===== config.mk =====
export PLATFORM = sky130hd
export DESIGN_NAME = sensor_conditioner
export DESIGN_NICKNAME = d
export VERILOG_FILES = /design/src/rtl/sensor_conditioner.sv
export SDC_FILE = /design/constraint.sdc
export NUM_CORES = 1
export LEC_CHECK = 0
export CAP_MARGIN = 5
export CORE_UTILIZATION = 61
export CTS_BUF_LIST = sky130_fd_sc_hd__clkbuf_4
export DETAILED_ROUTE_END_ITERATION = 12
export PLACE_DENSITY_LB_ADDON = 0.25
export RECOVER_POWER = 100
export SYNTH_ARGS = -nofsm -noshare
export SYNTH_HDL_FRONTEND = slang
export SYNTH_SLANG_ARGS = --single-unit

===== constraint.sdc =====
create_clock -name clk -period 3.3 [get_ports clk]
set_clock_uncertainty 0.15 [all_clocks]
set_input_delay 0.495 -clock clk [delete_from_list [all_inputs] [get_ports clk]]
set_output_delay 0.495 -clock clk [all_outputs]
set_load 0.05 [all_outputs]

===== src/rtl/sensor_conditioner.sv =====
// Conditions raw vehicle-presence pins: 2-flop sync, debounce, arrival pulse, sticky request.
// Optional stuck-sensor detection is built when SENSOR_STUCK_DETECT_EN is defined.
module sensor_conditioner #(
  parameter int NUM_SENSORS    = 3,
  parameter int DEBOUNCE_TICKS = 200,
  parameter int STUCK_TICKS    = 600000
) (
  input  logic                   clk,
  input  logic                   reset,
  input  logic                   enable,
  input  logic [NUM_SENSORS-1:0] sensor_raw,
  input  logic [NUM_SENSORS-1:0] ack,
  output logic [NUM_SENSORS-1:0] sensor_level,
  output logic [NUM_SENSORS-1:0] arrival,
  output logic [NUM_SENSORS-1:0] request,
  output logic                   any_request,
  output logic [NUM_SENSORS-1:0] stuck
);

  localparam int CW = $clog2(DEBOUNCE_TICKS + 1);
  localparam logic [CW-1:0] DB_LAST = CW'(DEBOUNCE_TICKS - 1);

  logic [NUM_SENSORS-1:0] sync1_q, sync2_q;

  always_ff @(posedge clk or negedge reset) begin
    if (!reset) begin
      sync1_q <= '0;
      sync2_q <= '0;
    end else begin
      sync1_q <= sensor_raw;
      sync2_q <= sync1_q;
    end
  end

  genvar gi;
  generate
    for (gi = 0; gi < NUM_SENSORS; gi++) begin : g_chan
      logic [CW-1:0] cnt_q, cnt_d;
      logic          level_q, level_d;
      logic          level_prev_q;
      logic          arr_q, arr_d;
      logic          req_q, req_d;
      logic          stuck_q, stuck_d;

`ifdef SENSOR_STUCK_DETECT_EN
      localparam int SW = $clog2(STUCK_TICKS + 1);
      localparam logic [SW-1:0] STUCK_MAX = SW'(STUCK_TICKS);
      logic [SW-1:0] hi_q, hi_d;

      always_comb begin
        hi_d = hi_q;
        if (!level_q)
          hi_d = '0;
        else if (enable && hi_q != STUCK_MAX)
          hi_d = hi_q + SW'(1);
        stuck_d = level_q & (stuck_q | (hi_d == STUCK_MAX));
      end

      always_ff @(posedge clk or negedge reset) begin
        if (!reset) begin
          hi_q    <= '0;
          stuck_q <= 1'b0;
        end else begin
          hi_q    <= hi_d;
          stuck_q <= stuck_d;
        end
      end
`else
      assign stuck_d = 1'b0;
      assign stuck_q = 1'b0;
`endif

      always_comb begin
        cnt_d   = cnt_q;
        level_d = level_q;
        // The whole debouncer freezes while disabled so a partial count survives.
        if (enable) begin
          if (sync2_q[gi] == level_q) begin
            cnt_d = '0;
          end else if (cnt_q == DB_LAST) begin
            level_d = sync2_q[gi];
            cnt_d   = '0;
          end else begin
            cnt_d = cnt_q + CW'(1);
          end
        end

        arr_d = enable & level_q & ~level_prev_q & ~stuck_q;

        // A fresh arrival beats a same-cycle ack so no car is dropped.
        req_d = req_q;
        if (arr_q) begin
          if (enable) req_d = 1'b1;
        end else if (ack[gi]) begin
          req_d = 1'b0;
        end
        if (stuck_d) req_d = 1'b0;
      end

      always_ff @(posedge clk or negedge reset) begin
        if (!reset) begin
          cnt_q        <= '0;
          level_q      <= 1'b0;
          level_prev_q <= 1'b0;
          arr_q        <= 1'b0;
          req_q        <= 1'b0;
        end else begin
          cnt_q        <= cnt_d;
          level_q      <= level_d;
          level_prev_q <= level_q;
          arr_q        <= arr_d;
          req_q        <= req_d;
        end
      end

      assign sensor_level[gi] = level_q;
      assign arrival[gi]      = arr_q;
      assign request[gi]      = req_q;
`ifdef SENSOR_STUCK_DETECT_EN
      assign stuck[gi]        = stuck_q;
`else
      // Always 0 for any legal threshold; keeps the parameter referenced.
      assign stuck[gi]        = (STUCK_TICKS < 0);
`endif
    end
  endgenerate

  assign any_request = |request;

endmodule


* Yosys cells after proc, flatten, opt, wreduce, memory -nomap -nowiden *
Index checks and enable logic that the tools add are counted.

cells by class
  add/subtract/negate cells = 3
  equality and inequality tests = 9
  multiplexer cells = 13
  bitwise logic cells = 12
  reductions and logical operators = 10

operator list
  cell                   number
  $mux W8                6
  $add A8 B1 Y8 const B  3
  $eq A8 B8 Y1 const B   3
  $reduce_and A3 Y1      3
  $mux W1                7
  $and A1 B1 Y1          6
  $ne A2 B2 Y1 const B   3
  $not A1 Y1             6
  $reduce_and A2 Y1      3
  $reduce_bool A2 Y1     3
  $eq A1 B1 Y1           3
  $reduce_or A3 Y1       1

storage, ports and cells
  register bits = 42
  input bits = 9
  output and inout port bits = 13
  word-level logic and storage cells = 64

* Longest topological paths before layout *
  depth after elaboration = 3
  mapped depth = 6
  gate-level depth less buffers = 5

* Least setup slack after synthesis *
OpenSTA, ideal clock, no wires.

  kind = reg-to-reg
  start = register g_chan[2].cnt_q[0]
  end = register g_chan[2].cnt_q[5]
  setup time = 0.082 ns
  arrival = 1.541 ns
  data required time = 3.068 ns
  path slack = 1.527 ns
  stages on the path, launching flop included = 7
  path buffers = 1
  period minus slack after synthesis = 1.773 ns
  cells stage by stage = dfrtp_1 -> ha_1 -> and4_1 -> a211oi_2 -> buf_4 -> a41oi_1 -> a31oi_1

between the ends
  cells in the longest elaborated chain, start to end = 3
  elaborated cells on any way between the ends = 4
  classes of those cells = 1 x add/sub; 1 x eq/ne; 2 x mux

ends and longest elaborated chain
  element                                        RTL line  text
  start: declaration                             38        logic [CW-1:0] cnt_q, cnt_d;
  start signal: assignment                       108       cnt_q <= cnt_d;
  $add A8 B1 Y8 or $eq A8 B8 Y1 (tied branches)  84, 80
  $mux W8 (*)                                    80        end else if (cnt_q == DB_LAST) begin
  $mux W8 (*)                                    78        if (sync2_q[gi] == level_q) begin

Mark *: on every way between the ends. The rest lies on a longest branch, timed or not.
A chain may end at the register's enable or synchronous reset.

==> impl_results.md <==
* Die width at 60.0 microns
* Syn Inst Count at 185
* # nets final at 208
* Vias per cell at 6.00
* Distinct cell type count after synthesis at 40
* Hpwl dp at 2420 microns
* PwrDens at 455 nW/um^2
* Core ar. at 3130 sq um
* Failing checks: capacitance limit, slew limit
* Largest stage delay, worst path at 0.84 ns
* Post-CTS Setup Bufs at 0
* Util after Layout at 70.2%
* Later-pin clock latency in the skew report at 0.35 ns
* Synthesized area at 2050 sq um
* I/O pin cnt at 22
* Area of the multi-input gates at 821 sq um
* Post-synthesis compound-gate area fraction at 18.2%
* CTS tree: yes
* Startpoint Class: input port
* Clock slew at reported path FFs at 0.11 ns
* Initial antenna violation count at 0
* CTS max path bufs at 2
* Setup TNS Final at 0 ns
* Layout Cells excl Fill at 237
* Synth Flop Type: dfrtp_1
* Number of synthesized flops with an enable pin at 0
* Endpoint type of the worst setup path: flip-flop
* Synth top cells by count: dfrtp_1 (42), a31oi_1 (16), nand2_1 (16), buf_4 (13), a21oi_1 (11)
* Top cells by area, synth: dfrtp_1 (51%), a31oi_1 (4.9%), buf_4 (4.8%)
* Slew Limit Fails at 43
* Fin crit period at 2.68 ns
* DRC at 0
* RSZ-0062 raised after global routing: false
* Final ANT Viol Nets at 0
* Critical path arrival at 2.80 ns
* Hold Path Cell Cnt at 0
* Yosys top cell area share at 51.3%
* Ant. Diodes at 0
* PostCTS Resize Cnt at 0
* Sink Count at 42
* Vias in the first global route at 1,356
* Pre-antenna DRT Iters at 4
* Layout area overhead at 7.02%
* Critical Path RT at 3.42 ns
* Via Count at 1,423
* Worst Tran Pin Value at 2.13 ns
* PortBufs at 18
* Post-synthesis adder-cell area fraction at 3.66%
* Max Clk Rate at 0.373 GHz
* DP Cell Count at 230
* Leakage power at 0.00102 uW
* Storage cell area at 1050 sq um
* Root buf cell: clkbuf_4
* HP Class: flip-flop to flip-flop
* Post-route setup slack at 0.622 ns
* Combinational family with the most area after synthesis: compound AO/OA/AOI/OAI gates
* Number of setup violations in the final report at 0
* Max Cap Viol at 1
* Crit path max fanout at 25
* Fin. Hold Viols at 0
* Cts hold-fix bufs at 0
* Routed len/inst at 15.3 microns
* Layout fillers at 223
* Synthesis Warnings at 0
* Slew Limit Headroom at -42.0%
* CP Class: input port to flip-flop
* Pin count of the biggest net entering global routing at 43
* Flop2flop setup slack at 0.63 ns
* Yosys reg bits at 42
* Status: finished with violations
* Pre-CTS setup slack at 0.782 ns
* Register area share after synthesis at 51.3%
* Max stage delay cell, worst path: clkbuf_1
* Placer Congestion at 0.835
* Synth async-reset ratio at 100%
* DIE HEIGHT at 60.0 microns
* FP Rows at 20
* Worst r2r path cells at 5
* Most common cell in the synthesized netlist: dfrtp_1
* Final worst-path cycle share at 81.1%
* CTS Buf Count at 5
* Post-synthesis mux area share at 2.68%
* Full die area at 3600 sq um
* H-tree Lvls at 2
* Starting Density at 65.6%
* Fraction of layout instances using a drive strength above 1 at 7.25%
* DR iter-0 viols at 110
* Drt total wl at 3620 microns
* Synth area leader: dfrtp_1
* Post-Synth Simple-Gate Area at 13.8%
* First-pass GRT wire length at 6110 microns
* Gr usage total at 23.6%
* Global route overflow at 0
* Peak supply drop at 0.293 mV
* Syn Area/Cell at 11.1 sq um
* XOR/XNOR Fraction of Synth Area at 1.71%
* Crit-path cells: clkdlybuf4s50_1 > clkbuf_1 > o311a_1 > or2b_1 > a31oi_1
-- worst paths after layout --
| kind | from | endpoint |
|---|---|---|
| max in group asynchronous | reset | g_chan[1].cnt_q[5] |
| min in group asynchronous | reset | g_chan[1].level_prev_q |
| min reg2reg | sync1_q[2] | sync2_q[2] |
| min | sync1_q[2] | sync2_q[2] |
| max reg2reg | g_chan[1].cnt_q[0] | g_chan[1].cnt_q[5] |
| max | enable | g_chan[0].cnt_q[3] |
-- report_power, final --
| group | switching [uW] | leakage, uW | internal (uW) |
|---|---|---|---|
| logic | 57.7 | 0.000426 | 39.2 |
| clock network | 157 | 0.0000387 | 153 |
| registers | 46.1 | 0.000554 | 545 |
| total | 261 | 0.00102 | 737 |
-- critical path: cells and delay by family --
family | cells | cell delay, ns
buffers and inverters | 2 | 1.31
AO/OA/AOI/OAI | 2 | 0.72
AND/OR/NAND/NOR | 1 | 0.26
-- metal layers --
metal | GRT usage (%) | part of all wire [%] | vias up
li1 | - | - | 683
met2 | 39.0 | 49 | 53
met1 | 29.8 | 44 | 680
met4 | 11.6 | 1.7 | 0
met5 | 0 | 0 | -
met3 | 4.11 | 5.1 | 7
-- metrics by stage --
step	total power [uW]	cell area, sq um	hold WS (ns)
final	998	2190	0.209
after global routing	1040	2190	0.218
after CTS	1010	2210	0.135
after detailed placement	701	2140	0.189
after global placement	692	2140	0.186
after floorplan	668	2060	0.0494
-- registers in the layout (all words and copies together) (netlist names) --
name and cells:
g_chan.level_q 3, g_chan.req_q 3, g_chan.arr_q 3, sync2_q 3, g_chan.level_prev_q 3, sync1_q 3
g_chan.cnt_q 24
-- cell usage in the layout, fill, tap and decap left out, drive strengths merged, types with 2 or more instances in the layout --
| master | n |
|---|---|
| dfrtp | 42 |
| clkbuf | 7 |
| ha | 6 |
| xnor2 | 2 |
| a31oi | 16 |
| and4 | 3 |
| clkdlybuf4s50 | 4 |
| a221o | 3 |
| nand3 | 9 |
| nand2 | 16 |
| conb | 3 |
| mux2 | 4 |
| nor3 | 5 |
| a211oi | 2 |
| o21ai | 2 |
| dlygate4sd3 | 13 |
| nand2b | 4 |
| and3 | 4 |
| a21oi | 11 |
| inv | 5 |
| nor2 | 4 |
| a41oi | 6 |
| xor2 | 2 |
| o211a | 2 |
| a22o | 5 |
-- final cells by class --
| type | count | area share [%] |
|---|---|---|
| Tap cell | 44 | 2.51 |
| Clock inverter | 2 | 1.54 |
| Timing Repair Buffer | 19 | 8.10 |
| Clock buffer | 5 | 1.71 |
| Inverter | 5 | 0.855 |
| Sequential cell | 42 | 47.9 |
| Multi-Input combinational cell | 120 | 37.4 |
-- logic make-up (layout without fill, tap and decap cells) --
logic type,Yosys count,count (layout)
AOI/OAI and AO/OA,50,50
xor gates and xnor gates,4,4
adders and majority gates,6,6
buffers and inverters,25,31
DFF,42,42
muxes,5,5
other,1,3
and+or+nand+nor,52,52
No activity file was read; power rests on OpenSTA's default activity.
